## src/rtl/lisa_uart_sync_tx_pkg.sv

```systemverilog
// Shared definitions for the LISA 8N1 transmitter family.
//   tx_state_e      : frame sequencer states (IDLE/START/DATA/STOP)
//   FRAME_DATA_BITS : data bits per frame
//   START_LVL       : line level of the start bit
//   IDLE_LVL        : line level when idle and during stop bits
package lisa_uart_sync_tx_pkg;

  typedef enum logic [1:0] {
    ST_IDLE  = 2'd0,
    ST_START = 2'd1,
    ST_DATA  = 2'd2,
    ST_STOP  = 2'd3
  } tx_state_e;

  localparam int   FRAME_DATA_BITS = 8;
  localparam logic START_LVL       = 1'b0;
  localparam logic IDLE_LVL        = 1'b1;

endpackage

```

## src/rtl/lisa_uart_sync_tx_if.sv

```systemverilog
// Host-side bus of the LISA sync transmitter.
//   master (host) drives : brg_wr, brg_d, tx_d, tx_wr, sync_req
//   slave  (tx)   drives : txd, tx_full, tx_empty, sync_busy, tx_ovf
interface lisa_uart_sync_tx_if;

  logic       brg_wr;
  logic [7:0] brg_d;
  logic [7:0] tx_d;
  logic       tx_wr;
  logic       sync_req;
  logic       txd;
  logic       tx_full;
  logic       tx_empty;
  logic       sync_busy;
  logic       tx_ovf;

  modport master (
    output brg_wr, brg_d, tx_d, tx_wr, sync_req,
    input  txd, tx_full, tx_empty, sync_busy, tx_ovf
  );

  modport slave (
    input  brg_wr, brg_d, tx_d, tx_wr, sync_req,
    output txd, tx_full, tx_empty, sync_busy, tx_ovf
  );

endinterface

```

## src/rtl/lisa_uart_sync_tx_fifo.sv

```systemverilog
// Small synchronous FIFO holding bytes waiting to be serialised.
//   clk, rst  : clock, asynchronous active-high reset (clears pointers)
//   push_i    : write din_i (ignored when full)
//   pop_i     : drop the head entry (ignored when empty)
//   din_i     : write data
//   dout_o    : head entry, valid whenever empty_o is low
//   full_o    : no free entry
//   empty_o   : no stored entry
module lisa_uart_sync_tx_fifo #(
  parameter int DEPTH = 4,
  parameter int WIDTH = 8
) (
  input  logic             clk,
  input  logic             rst,
  input  logic             push_i,
  input  logic             pop_i,
  input  logic [WIDTH-1:0] din_i,
  output logic [WIDTH-1:0] dout_o,
  output logic             full_o,
  output logic             empty_o
);

  localparam int AW = $clog2(DEPTH);

  // One extra pointer bit tells a full buffer from an empty one.
  logic [AW:0]      wr_ptr_q;
  logic [AW:0]      rd_ptr_q;
  logic [WIDTH-1:0] mem_q [DEPTH];
  logic             push_ok;
  logic             pop_ok;

  assign push_ok = push_i && !full_o;
  assign pop_ok  = pop_i && !empty_o;

  always_ff @(posedge clk) begin
    if (push_ok) begin
      mem_q[wr_ptr_q[AW-1:0]] <= din_i;
    end
  end

  always_ff @(posedge clk or posedge rst) begin
    if (rst) begin
      wr_ptr_q <= '0;
      rd_ptr_q <= '0;
    end else begin
      if (push_ok) wr_ptr_q <= wr_ptr_q + 1'b1;
      if (pop_ok)  rd_ptr_q <= rd_ptr_q + 1'b1;
    end
  end

  assign empty_o = (wr_ptr_q == rd_ptr_q);
  assign full_o  = (wr_ptr_q[AW] != rd_ptr_q[AW]) &&
                   (wr_ptr_q[AW-1:0] == rd_ptr_q[AW-1:0]);
  assign dout_o  = mem_q[rd_ptr_q[AW-1:0]];

endmodule

```

## src/rtl/lisa_uart_sync_tx.sv

```systemverilog
// Buffered 8N1 transmitter for the far end of a LISA autobaud link. Sends a
// SYNC_COUNT x SYNC_CHAR training preamble on request, then streams queued
// bytes, with its own bit-rate divider.
//   clk   : system clock
//   rst   : asynchronous active-high reset (line forced idle at once)
//   tx_if : host bus (brg_wr/brg_d, tx_d/tx_wr, sync_req in;
//           txd, tx_full, tx_empty, sync_busy, tx_ovf out)
module lisa_uart_sync_tx
  import lisa_uart_sync_tx_pkg::*;
#(
  parameter int         FIFO_DEPTH  = 4,
  parameter logic [7:0] SYNC_CHAR   = 8'h55,
  parameter int         SYNC_COUNT  = 2,
  parameter logic [7:0] DEFAULT_DIV = 8'd103,
  parameter int         STOP_BITS   = 1
) (
  input  logic               clk,
  input  logic               rst,
  lisa_uart_sync_tx_if.slave tx_if
);

  logic [7:0] div_q;
  logic [7:0] cnt_q;
  logic       tick;

  tx_state_e  state_q;
  logic [7:0] shift_q;
  logic [2:0] bit_idx_q;
  logic [1:0] stop_cnt_q;
  logic       txd_q;
  logic [3:0] sync_cnt_q;
  logic       sync_frame_q;   // the frame on the line is a preamble byte
  logic       sync_busy_q;
  logic       tx_ovf_q;

  logic       fifo_push;
  logic       fifo_pop;
  logic [7:0] fifo_dout;
  logic       fifo_full;
  logic       fifo_empty;
  logic       last_stop;
  logic       boundary;
  logic       sync_accept;

  // Bit-rate divider: one tick every div+1 cycles; a divisor write restarts
  // the current period from the new value.
  always_ff @(posedge clk or posedge rst) begin
    if (rst) begin
      div_q <= DEFAULT_DIV;
      cnt_q <= DEFAULT_DIV;
    end else if (tx_if.brg_wr) begin
      div_q <= tx_if.brg_d;
      cnt_q <= tx_if.brg_d;
    end else if (tick) begin
      cnt_q <= div_q;
    end else begin
      cnt_q <= cnt_q - 8'd1;
    end
  end

  assign tick = (cnt_q == 8'd0);

  lisa_uart_sync_tx_fifo #(
    .DEPTH (FIFO_DEPTH),
    .WIDTH (8)
  ) u_fifo (
    .clk     (clk),
    .rst     (rst),
    .push_i  (fifo_push),
    .pop_i   (fifo_pop),
    .din_i   (tx_if.tx_d),
    .dout_o  (fifo_dout),
    .full_o  (fifo_full),
    .empty_o (fifo_empty)
  );

  // A write at full is dropped even if a pop frees a slot in the same cycle.
  assign fifo_push = tx_if.tx_wr && !fifo_full;

  // Frame boundary: an idle tick, or the tick that ends the last stop bit.
  // Starting the next frame here keeps frames back-to-back.
  assign last_stop = (state_q == ST_STOP) && (stop_cnt_q == 2'(STOP_BITS - 1));
  assign boundary  = tick && ((state_q == ST_IDLE) || last_stop);

  // Preamble wins every boundary, so FIFO data waits while sync_cnt != 0.
  assign fifo_pop  = boundary && (sync_cnt_q == 4'd0) && !fifo_empty;

  // A new preamble is only armed once the previous one has fully drained.
  assign sync_accept = tx_if.sync_req && (sync_cnt_q == 4'd0) && !sync_frame_q;

  always_ff @(posedge clk or posedge rst) begin
    if (rst) begin
      state_q      <= ST_IDLE;
      shift_q      <= '0;
      bit_idx_q    <= '0;
      stop_cnt_q   <= '0;
      txd_q        <= IDLE_LVL;
      sync_cnt_q   <= '0;
      sync_frame_q <= 1'b0;
      sync_busy_q  <= 1'b0;
      tx_ovf_q     <= 1'b0;
    end else begin
      tx_ovf_q <= tx_if.tx_wr && fifo_full;

      if (boundary) begin
        if (sync_cnt_q != 4'd0) begin
          shift_q      <= SYNC_CHAR;
          sync_cnt_q   <= sync_cnt_q - 4'd1;
          sync_frame_q <= 1'b1;
          state_q      <= ST_START;
          txd_q        <= START_LVL;
        end else if (!fifo_empty) begin
          shift_q      <= fifo_dout;
          sync_frame_q <= 1'b0;
          state_q      <= ST_START;
          txd_q        <= START_LVL;
        end else begin
          sync_frame_q <= 1'b0;
          state_q      <= ST_IDLE;
          txd_q        <= IDLE_LVL;
        end
      end else if (tick) begin
        case (state_q)
          ST_START: begin
            txd_q     <= shift_q[0];
            shift_q   <= shift_q >> 1;
            bit_idx_q <= '0;
            state_q   <= ST_DATA;
          end
          ST_DATA: begin
            if (bit_idx_q == 3'(FRAME_DATA_BITS - 1)) begin
              txd_q      <= IDLE_LVL;
              stop_cnt_q <= '0;
              state_q    <= ST_STOP;
            end else begin
              txd_q     <= shift_q[0];
              shift_q   <= shift_q >> 1;
              bit_idx_q <= bit_idx_q + 3'd1;
            end
          end
          ST_STOP: stop_cnt_q <= stop_cnt_q + 2'd1;
          default: ;
        endcase
      end

      // sync_cnt is only loaded at zero and only decremented when non-zero,
      // so the two updates never collide.
      if (sync_accept) begin
        sync_cnt_q  <= 4'(SYNC_COUNT);
        sync_busy_q <= 1'b1;
      end else if (boundary && (sync_cnt_q == 4'd0)) begin
        sync_busy_q <= 1'b0;
      end
    end
  end

  assign tx_if.txd       = txd_q;
  assign tx_if.tx_full   = fifo_full;
  assign tx_if.tx_empty  = (state_q == ST_IDLE) && fifo_empty && (sync_cnt_q == 4'd0);
  assign tx_if.sync_busy = sync_busy_q;
  assign tx_if.tx_ovf    = tx_ovf_q;

endmodule

```

## src/flat_wrapper.sv

```systemverilog
// flat-port wrapper written by rule: the top's interface ports become plain ports
module lisa_uart_sync_tx_flat import lisa_uart_sync_tx_pkg::*;
#(
  parameter int         FIFO_DEPTH  = 4,
  parameter logic [7:0] SYNC_CHAR   = 8'h55,
  parameter int         SYNC_COUNT  = 2,
  parameter logic [7:0] DEFAULT_DIV = 8'd103,
  parameter int         STOP_BITS   = 1
)
  (clk, rst, tx_if_brg_wr, tx_if_brg_d, tx_if_tx_d, tx_if_tx_wr, tx_if_sync_req, tx_if_txd, tx_if_tx_full, tx_if_tx_empty, tx_if_sync_busy, tx_if_tx_ovf);
  lisa_uart_sync_tx_if tx_if_i ();
  input  logic clk;
  input  logic rst;
  input wire logic [$bits(tx_if_i.brg_wr)-1:0] tx_if_brg_wr;
  input wire logic [$bits(tx_if_i.brg_d)-1:0] tx_if_brg_d;
  input wire logic [$bits(tx_if_i.tx_d)-1:0] tx_if_tx_d;
  input wire logic [$bits(tx_if_i.tx_wr)-1:0] tx_if_tx_wr;
  input wire logic [$bits(tx_if_i.sync_req)-1:0] tx_if_sync_req;
  output wire logic [$bits(tx_if_i.txd)-1:0] tx_if_txd;
  output wire logic [$bits(tx_if_i.tx_full)-1:0] tx_if_tx_full;
  output wire logic [$bits(tx_if_i.tx_empty)-1:0] tx_if_tx_empty;
  output wire logic [$bits(tx_if_i.sync_busy)-1:0] tx_if_sync_busy;
  output wire logic [$bits(tx_if_i.tx_ovf)-1:0] tx_if_tx_ovf;
  assign tx_if_i.brg_wr = tx_if_brg_wr;
  assign tx_if_i.brg_d = tx_if_brg_d;
  assign tx_if_i.tx_d = tx_if_tx_d;
  assign tx_if_i.tx_wr = tx_if_tx_wr;
  assign tx_if_i.sync_req = tx_if_sync_req;
  assign tx_if_txd = tx_if_i.txd;
  assign tx_if_tx_full = tx_if_i.tx_full;
  assign tx_if_tx_empty = tx_if_i.tx_empty;
  assign tx_if_sync_busy = tx_if_i.sync_busy;
  assign tx_if_tx_ovf = tx_if_i.tx_ovf;
  lisa_uart_sync_tx #(.FIFO_DEPTH(FIFO_DEPTH), .SYNC_CHAR(SYNC_CHAR), .SYNC_COUNT(SYNC_COUNT), .DEFAULT_DIV(DEFAULT_DIV), .STOP_BITS(STOP_BITS)) u_core (.clk(clk), .rst(rst), .tx_if(tx_if_i));
endmodule
```

## config.mk

```make
export PLATFORM = sky130hd
export DESIGN_NAME = lisa_uart_sync_tx_flat
export DESIGN_NICKNAME = d
export VERILOG_FILES = /design/src/rtl/lisa_uart_sync_tx_pkg.sv /design/src/rtl/lisa_uart_sync_tx_if.sv /design/src/rtl/lisa_uart_sync_tx_fifo.sv /design/src/rtl/lisa_uart_sync_tx.sv /design/src/flat_wrapper.sv
export SDC_FILE = /design/constraint.sdc
export NUM_CORES = 1
export LEC_CHECK = 0
export ABC_AREA = 0
export CAP_MARGIN = 25
export CORE_ASPECT_RATIO = 0.6
export CORE_UTILIZATION = 40
export DETAILED_ROUTE_END_ITERATION = 10
export HOLD_SLACK_MARGIN = 0.08
export PLACE_DENSITY = 0.67
export SETUP_SLACK_MARGIN = 0.2
export SYNTH_ARGS = -nofsm -noshare
export SYNTH_HDL_FRONTEND = slang
export SYNTH_HIERARCHICAL = 1
export SYNTH_SLANG_ARGS = --single-unit
```

## constraint.sdc

```tcl
create_clock -name clk -period 2.05 [get_ports clk]
set_clock_uncertainty 0.15 [all_clocks]
set_input_delay 0.205 -clock clk [delete_from_list [all_inputs] [get_ports clk]]
set_output_delay 0.205 -clock clk [all_outputs]
set_load 0.01 [all_outputs]
```

==> results.cfg <==
[finish]
final_core_occ = 0.599
finalNonFillerCells = 533
final.fill_count = 689
area_delta_synth_final_pct = 45.2
n_antenna_cell = 0
nets = 434
post_route_cells_drive_above_1_share = 0.434
final_cell_area_um2 = 5510

[sta]
max_slew_margin = 0.658
final_sum_of_negative_setup_slack_ns = 0
finalHoldViolCount = 0
max_clock_freq_mhz = 504
finalCritPeriodShare = 0.967
final_period_minus_worst_setup_slack_ns = 1.98
rsz0062_at_grt = true
worstMarginPinSlew_ns = 0.513
report.final.slew_viol_count = 0
worst_hold_slack_ns = 0.237
setup-violations-final = 0

[clock_network]
tritoncts_clock_tree = done
cts_root_buf = sky130_fd_sc_hd__clkbuf_16
clock_insertion_delay_worst_skew_ns = 0.35
cts-htree-levels = 3
cts_inserted_buffers = 9
ctsLongestPathBuffers = 2
tritoncts_num_sinks = 77
clk_pin_slew_ns = 0.07

[global_routing]
first_global_vias = 2607
grt_start_max_net_pins = 40
first_pass_grt_wire_length_mm = 13.4
grt_usage = 0.183
grt_antenna_before_repair = 0
gr-total-overflow = 0

[logic_synthesis]
synthTopCellsByArea = sky130_fd_sc_hd__edfxtp_1 (25%), sky130_fd_sc_hd__dfrtp_1 (22%), sky130_fd_sc_hd__dfstp_2 (7.6%)
yosysTopAreaCell = sky130_fd_sc_hd__edfxtp_1
synth.distinct_cells = 53
mappedNetlistArea_um2 = 3790
synthDominantCellAreaShare = 0.253
seq_area_frac_synth = 0.554
synthCells = 302
postSynthAreaPerCell_um2 = 12.6
number_of_synthesis_warnings = 6
synth_enable_flop_cells = 32
synth-main-ff-cell = sky130_fd_sc_hd__dfrtp_1
synthArstFlopShare = 0.584
synth_seq_cells = 77
synth_fp_nets = 338

[run]
maxCapViolCount = 0

[status]
status = completed

[drt]
antenna_violating_nets_post_route = 0
detail_route.first_pass.iterations = 4
number_of_drc_markers_in_iteration_0 = 133
wl_per_cell_um = 16.2
avgViaCountPerCell = 5.16
drc_errors = 0
postRouteWirelength_mm = 8.63
vias = 2751

[placement]
io_buffers = 25
placedCellCount = 482
placed_area_um2 = 4520
dp_hpwl_mm = 5.28
globalplace.congestion = 0.781

[floorplan]
core_um2 = 9190
die_area_um2 = 9890
die_y_um = 77.4
core.rowCount = 27
i_o_pins = 26
effective_utilization_at_floorplan = 0.413
die_x_um = 128

[setup_path]
worst-endpoint-arrival_ns = 2.06
crit_chain = inv_2 > ha_4 > nor4b_4 > buf_4 > nand2_4 > nor3_4 > nand2b_1 > o31ai_2 > a211oi_2
timing_worst_setup_path_type = flip-flop to flip-flop
worst-r2r-setup-slack_ns = 0.07
cp-start-kind = flip-flop
worst-endpoint-required_ns = 2.13
critical-path-max-stage-delay_ns = 0.37
reg2reg_to = u_core/u_fifo/rd_ptr_q[1]
critPathSlowestCell = sky130_fd_sc_hd__dfstp_2
timing.critical_path.fanout_max = 4
rr_worst_depth = 9
worstSetupEndpointType = flip-flop
r2r_start = u_core/cnt_q[1]
crit_end = u_core/u_fifo/rd_ptr_q[1]
worst_setup_startpoint = u_core/cnt_q[1]

[min_path]
worstHoldPathType = input port to flip-flop
worst_hold_stages = 3

[pwr]
p_leak_nw = 2.27
power_dens_cells_nw_per_um2 = 1140
worst_ir_drop_on_vdd_v = 0.000509
Yosys cell counts (7+ instances only):
library cell and count:
sky130_fd_sc_hd__a21oi_1 15, sky130_fd_sc_hd__ha_1 15, sky130_fd_sc_hd__edfxtp_1 32, sky130_fd_sc_hd__nand2_1 21, sky130_fd_sc_hd__mux4_1 8, sky130_fd_sc_hd__o31ai_1 9
sky130_fd_sc_hd__nand3_1 10, sky130_fd_sc_hd__o21ai_0 22, sky130_fd_sc_hd__dfstp_2 11, sky130_fd_sc_hd__dfrtp_1 34, sky130_fd_sc_hd__mux2_2 9, sky130_fd_sc_hd__inv_1 29
sky130_fd_sc_hd__nor2_1 7
cell usage in the layout, fill, tap and decap left out, drive strengths merged, types with 4 or more instances in the layout:
cell,netlist,routed
mux4,8,8
xnor2,7,7
clkbuf,6,10
nor3,5,5
nor2,7,7
o31ai,9,9
dfrtp,34,34
nand2,21,21
xor2,5,5
buf,4,70
clkdlybuf4s50,0,23
a21oi,15,15
ha,15,15
a22o,4,4
nand3,11,11
and3,5,5
dfstp,11,11
edfxtp,32,32
inv,29,34
a211oi,4,4
mux2,9,9
o22ai,4,4
mux2i,5,5
o21ai,23,23
kinds of logic after synthesis:
logic type               after synthesis  synth area share
flip-flops                            77             0.554
AO/OA/AOI/OAI                         70             0.121
AND/OR/NAND/NOR                       67             0.102
buffers and inverters                 39            0.0439
multiplexers                          22            0.0953
adder cells (fa/ha/maj)               15            0.0495
XOR/XNOR                              12            0.0337
area by class of cell:
cell class	instances	area [um^2]	area share
well taps	130	163	0.0295
clock inverters	7	83.8	0.0152
repair buffers	95	880	0.160
multi-input cells	186	1940	0.353
flip-flops and latches	77	2100	0.382
clock buffers	9	225	0.0409
inverters	29	111	0.0202
layer usage:
| layer | track usage | part of all wire | vias to the layer above |
|---|---|---|---|
| met5 | 0 | 0 | - |
| met4 | 0.0765 | 0.022 | 0 |
| met3 | 0.0524 | 0.039 | 22 |
| met2 | 0.264 | 0.46 | 64 |
| met1 | 0.257 | 0.48 | 1364 |
| li1 | - | - | 1301 |
worst max-delay path: cells and delay by family (launching register included):
family | cells | cell delay (ns)
AO/OA/AOI/OAI | 2 | 0.19
adder cells (fa/ha/maj) | 1 | 0.13
buffers and inverters | 2 | 0.28
flip-flops | 1 | 0.37
AND/OR/NAND/NOR | 4 | 0.73
where the power goes:
| part | internal, mW | total [mW] | switching, mW |
|---|---|---|---|
| Sequential | 1.93 | 2.11 | 0.175 |
| Clock | 0.874 | 1.61 | 0.735 |
| Combinational | 1.31 | 2.54 | 1.23 |
| Total | 4.11 | 6.26 | 2.14 |
timing repair:
item	4_1_cts	5_1_grt
pin swaps	19	26
setup endpoints to repair	58	65
cloned	1	0
buffers inserted	19	14
hold buffers	1	0
endpoints found under the hold margin	6	0
gates resized for setup	45	61
per-stage QoR:
step	total power, mW	setup WS, ns
floorplan	3.18	0.0934
global placement	3.88	0.0160
detailed placement	3.91	0.00146
CTS	5.92	0.0550
global route	6.59	-0.0247
finish	6.26	0.0674
worst min-delay path by stage:
stage	startpoint	to
after global placement	u_core/div_q[1]	u_core/div_q[1]
after detailed placement	u_core/div_q[6]	u_core/div_q[6]
after CTS	tx_if_brg_d[6]	u_core/cnt_q[6]
after global routing	tx_if_brg_d[5]	u_core/cnt_q[5]
after floorplan	rst	u_core/u_fifo/rd_ptr_q[0]
final	tx_if_brg_d[2]	u_core/cnt_q[2]
registers in the layout, indices dropped and copies added (netlist names):
signal,flops
u_core/sync_cnt_q,4
u_core/u_fifo/mem_q,32
u_core/tx_if.tx_ovf,1
u_core/div_q,8
u_core/tx_if.sync_busy,1
u_core/cnt_q,8
u_core/stop_cnt_q,2
u_core/sync_frame_q,1
u_core/u_fifo/rd_ptr_q,3
u_core/shift_q,8
u_core/bit_idx_q,3
u_core/tx_if.txd,1
u_core/u_fifo/wr_ptr_q,3
u_core/state_q,2
No activity file was read; power rests on OpenSTA's default activity.
